===== config.mk =====
export PLATFORM = sky130hd
export DESIGN_NAME = pipe_hazard_ctrl
export DESIGN_NICKNAME = d
export VERILOG_FILES = /design/src/rtl/pipe_hazard_ctrl.sv
export SDC_FILE = /design/constraint.sdc
export NUM_CORES = 1
export LEC_CHECK = 0
export ABC_CLOCK_PERIOD_IN_PS = 2000
export CORE_MARGIN = 5
export CORE_UTILIZATION = 42
export DETAILED_ROUTE_END_ITERATION = 6
export GPL_TIMING_DRIVEN = 1
export MAX_ROUTING_LAYER = met4
export PLACE_DENSITY = 0.73
export SLEW_MARGIN = 15
export SYNTH_ARGS = -nofsm -noshare
export SYNTH_HDL_FRONTEND = slang
export SYNTH_SLANG_ARGS = --single-unit
export TNS_END_PERCENT = 100

===== constraint.sdc =====
create_clock -name clk -period 2 [get_ports clk]
set_input_delay 0.2 -clock clk [delete_from_list [all_inputs] [get_ports clk]]
set_output_delay 0.2 -clock clk [all_outputs]
set_load 0.01 [all_outputs]

===== src/rtl/pipe_hazard_ctrl.sv =====
// pipe_hazard_ctrl
// Central stall/flush sequencer for the 5-stage RV32 pipeline. Combines the
// data-memory handshake, taken branches from EX and load-use hazards between
// EX and DC into hold (*_stay) and bubble (*_flush) controls. It also keeps
// stall-cycle and branch-flush performance counters.
//
// Optional feature macro: PIPE_CTRL_TIMEOUT_EN
//   defined   -> a MEM_WAIT that lasts MEM_TIMEOUT cycles without an ack is
//                abandoned and mem_timeout pulses for one cycle.
//   undefined -> MEM_WAIT lasts until mem_ack; mem_timeout is constant 0.
module pipe_hazard_ctrl #(
    parameter int MEM_TIMEOUT = 16
) (
    input  logic        clk,
    input  logic        reset,
    input  logic [4:0]  dc_rs1,
    input  logic [4:0]  dc_rs2,
    input  logic        dc_use_rs1,
    input  logic        dc_use_rs2,
    input  logic        ex_is_load,
    input  logic [4:0]  ex_rd,
    input  logic        ex_branch_taken,
    input  logic        mem_req,
    input  logic        mem_ack,
    output logic        pc_stay,
    output logic        if_dc_stay,
    output logic        dc_ex_stay,
    output logic        ex_mem_stay,
    output logic        if_dc_flush,
    output logic        dc_ex_flush,
    output logic        mem_wb_flush,
    output logic        pc_sel_branch,
    output logic        mem_timeout,
    output logic [31:0] stall_cycles,
    output logic [15:0] flush_count
);

    typedef enum logic {
        ST_RUN      = 1'b0,
        ST_MEM_WAIT = 1'b1
    } state_t;

    state_t      state_reg;
    state_t      state_next;
    logic [31:0] stall_cycles_reg;
    logic [15:0] flush_count_reg;

    // Both DC source operands are checked against the EX destination the same way.
    logic [4:0] src_rs [2];
    logic [1:0] src_use;
    logic [1:0] src_hit;

    assign src_rs[0]  = dc_rs1;
    assign src_rs[1]  = dc_rs2;
    assign src_use[0] = dc_use_rs1;
    assign src_use[1] = dc_use_rs2;

    genvar gi;
    generate
        for (gi = 0; gi < 2; gi++) begin : g_src
            assign src_hit[gi] = src_use[gi] && (src_rs[gi] == ex_rd);
        end
    endgenerate

    logic load_use;
    assign load_use = ex_is_load && (ex_rd != 5'd0) && (|src_hit);

    // timeout_hit: the current wait cycle is the last one allowed and no ack came.
    logic timeout_hit;
    logic mem_stall;

`ifdef PIPE_CTRL_TIMEOUT_EN
    logic [7:0] wait_cnt_reg;
    logic [7:0] wait_cnt_next;

    assign timeout_hit = (state_reg == ST_MEM_WAIT) && !mem_ack
                         && (wait_cnt_reg == 8'(MEM_TIMEOUT - 1));

    // Counter restarts on the cycle the stall begins and advances on each further wait cycle.
    always_comb begin
        wait_cnt_next = (state_reg == ST_RUN) ? 8'd0 : wait_cnt_reg + 8'd1;
    end

    // Wait counter only moves while the access is actually being held.
    always_ff @(posedge clk) begin
        if (reset) begin
            wait_cnt_reg <= 8'd0;
        end else if (mem_stall) begin
            wait_cnt_reg <= wait_cnt_next;
        end
    end
`else
    // No wait limit in this build. MEM_TIMEOUT is never 0 in its legal
    // range (2..255), so this is a constant 0.
    assign timeout_hit = (MEM_TIMEOUT == 0);
`endif

    // A memory stall is a fresh unacked request in RUN, or a still-unacked wait.
    always_comb begin
        mem_stall = 1'b0;
        if (state_reg == ST_RUN) begin
            mem_stall = mem_req && !mem_ack;
        end else begin
            mem_stall = !mem_ack && !timeout_hit;
        end
        state_next = mem_stall ? ST_MEM_WAIT : ST_RUN;
    end

    // Priority: reset, memory stall, branch, load-use. A branch squashes the
    // DC instruction, so its load-use hazard no longer matters.
    logic branch_act;
    logic lu_act;

    assign branch_act = !reset && !mem_stall && ex_branch_taken;
    assign lu_act     = !reset && !mem_stall && !ex_branch_taken && load_use;

    assign pc_stay       = reset || mem_stall || lu_act;
    assign if_dc_stay    = reset || mem_stall || lu_act;
    assign dc_ex_stay    = reset || mem_stall;
    assign ex_mem_stay   = reset || mem_stall;
    assign if_dc_flush   = branch_act;
    assign dc_ex_flush   = branch_act || lu_act;
    assign mem_wb_flush  = !reset && mem_stall;
    assign pc_sel_branch = branch_act;
    assign mem_timeout   = !reset && timeout_hit;

    // State and performance counters; counters reflect the previous cycle's controls.
    always_ff @(posedge clk) begin
        if (reset) begin
            state_reg        <= ST_RUN;
            stall_cycles_reg <= 32'd0;
            flush_count_reg  <= 16'd0;
        end else begin
            state_reg <= state_next;
            if (pc_stay) begin
                stall_cycles_reg <= stall_cycles_reg + 32'd1;
            end
            if (branch_act) begin
                flush_count_reg <= flush_count_reg + 16'd1;
            end
        end
    end

    assign stall_cycles = stall_cycles_reg;
    assign flush_count  = flush_count_reg;

endmodule


==> run metrics <==
die width 88.0 um; Worst Path Buf+Inv 6; max-slew violations 0; Setup Crit Path Kind primary input to flop; CP Data Required Time ~2200 ps; CTS sink count 49; top_reg_cell synth dfxtp_1; Setup violations, final 0; post-DP HPWL roughly 4.8 mm; initial antenna violation count 0; Seq cells post-synth just under 50; Ports 80; delay of the slowest cell on the worst path 280 ps; maximum clock frequency roughly 520 MHz; share of post-route cells with drive strength above 1 between 10% and 20%; vias per std cell between 5 and 6; Final Hold Viols 0; largest area contributor in the netlist dfxtp_1; TritonCTS clock tree built; Mapped Area ~0.0026 mm2; # rows 28; final core occ between 60% and 70%; RD Place Congestion around 0.80; Layout area overhead 49.5%; critical path arrival 2120 ps; GRT Util Overall between 10% and 20%; Startpoint Class primary input; Worst setup EP type flop; DR WL/cell approximately 14 um; total number of vias around 2,600; vias in the first global route approximately 2,500; H-tree depth 2; total gr overflow 0; cts bufs inserted 5; WL final slightly below 7 mm; net count of the mapped netlist approximately 320; antenna cells 0; DR pass1 iterations 4; Clock Tree Buf Depth 2; top cells by area, synth dfxtp_1 38%, a21oi_1 6.5%, xnor2_1 4.8%; Clock Latency Late Sink approximately 300 ps; die area between 0.007 and 0.008 mm2; Syn Area/Cell roughly 8.6 um2; EDFF count, synth 0; setup TNS 0 ps; Hold Crit Class flop to flop; max-cap violation count 0; Ys Warns 0; Worst Tran Pin Value 525 ps; post-synthesis sequential area ratio 38.4%; status completed; core area ~0.006 mm2; slowest cell on the critical path o31a_1; Power Density 513 mW/mm2; leak pwr around 1.5 nW; post-synthesis cell type count 44; Die Span Y between 80 and 90 um; critical path's top delay family buffers and inverters; Design Area, Final about 0.0038 mm2; clk_skew ~8.5 ps; Post-Synthesis Cells between 200 and 300; Nets roughly 430; most common cell after layout, fill and taps aside clkdlybuf4s50_1; Yosys top cell area share a little under two fifths; # port buffers 78; # DRC 0; final period utilization 96.0%; first-pass GRT wire length approximately 11 mm; Placed Area about 0.0036 mm2; asr flop ratio synth 0%; max reg flops 32; commonest cells after routing, fill and taps aside 59 x clkdlybuf4s50_1, 47 x dfxtp_1, 36 x buf_4; Antenna Nets Post-Route 0; cts hold-fix bufs 0; CP dominant cell by count buf_4; clock root buffer clkbuf_8; Initial Utilization a little over two fifths; largest net degree at the start of global routing 48; Tmin final 1920 ps; crit-path max FO 7; relative slew slack 65.0%; DR iter-0 viols about 120; worst vdd ir approximately 0.00037 V; critical path, cell by cell clkdlybuf4s15_1, buf_4, xnor2_1, nand4_1, o22ai_2, buf_4, a21oi_4, buf_8, clkbuf_4, buf_4, o31a_1, o21a_1; clock transition at the registers of the reported paths about 90 ps
[where the power goes]
part,internal (mW),switching (mW)
registers,0.983,0.00770
clock network,0.408,0.326
logic,0.127,0.108
total,1.52,0.441
[path summary, 6_finish.rpt]
| kind | start | end | slack (ps) | cells past startpoint |
|---|---|---|---|---|
| worst max register to register | stall_cycles[1]$_SDFFE_PP0P_ | stall_cycles[16]$_SDFFE_PP0P_ | 110 | 6 |
| worst min register to register | stall_cycles[26]$_SDFFE_PP0P_ | stall_cycles[26]$_SDFFE_PP0P_ | 500 | 2 |
| worst min-delay path | stall_cycles[26]$_SDFFE_PP0P_ | stall_cycles[26]$_SDFFE_PP0P_ | 500 | 2 |
| worst max-delay path | ex_rd[0] | stall_cycles[31]$_SDFFE_PP0P_ | 80 | 12 |
[tightest hold or removal path: stages, from the launching register on]
cell	delay (ps)
dfxtp_1	340
o31ai_1	70
a21oi_1	50
[metal layers]
metal	track usage [%]	wire, um
met3	3.57	292
met2	31.1	3460
met5	-	0
met4	4.60	71
met1	22.0	2930
[cell type report]
| cell class | instances | area, um2 |
|---|---|---|
| Clock buffer | 7 | 86.3 |
| Clock inverter | 1 | 30.0 |
| Inverter | 5 | 18.8 |
| Timing Repair Buffer | 117 | 1100 |
| Tap cell | 75 | 93.8 |
| Fill cell | 495 | 2100 |
| Sequential cell | 49 | 983 |
| Multi-Input combinational cell | 226 | 1510 |
[synthesized netlist by cell type, drive strengths merged, types with 3 or more instances]
cell type   n
a21oi      34
and3       12
and4        4
buf        12
clkbuf      6
dfxtp      49
inv         5
nand2      28
nand3      13
nand4       8
nor2       18
nor3        3
o21ai      17
o31ai      15
or3        18
or4        16
xnor2      14
xor2        8
[logic make-up (layout without fill, tap and decap cells)]
family                     after synthesis  in the layout  synth area share (%)
AOI/OAI and AO/OA                       73             73                  17.2
xor gates and xnor gates                22             22                  7.54
adders and majority gates                2              2                 0.979
buffers and inverters                   23            130                  5.53
DFF                                     49             49                  38.4
muxes                                    2              2                 0.833
other                                    1              1                 0.147
and+or+nand+nor                        126            126                  29.4
[per-stage QoR]
| step | hold WS (ps) | setup slack (ps) | std cells | power (mW) |
|---|---|---|---|---|
| after floorplan | 395 | 15.4 | 298 | 1.12 |
| after detailed placement | 479 | -404 | 467 | 1.24 |
| after global routing | 535 | -2.18 | 480 | 2.05 |
| after global placement | 478 | -367 | 467 | 1.23 |
| after CTS | 496 | 19.4 | 476 | 1.97 |
| final | 496 | 80.9 | 480 | 1.96 |
[timing repair]
item	in CTS	in global routing
resized for setup	13	35
endpoints found under the hold margin	0	0
setup buffers	2	4
endpoints found under the setup margin	14	18
pin swaps	7	13
Note: power is estimated with default switching activity, not from simulation.
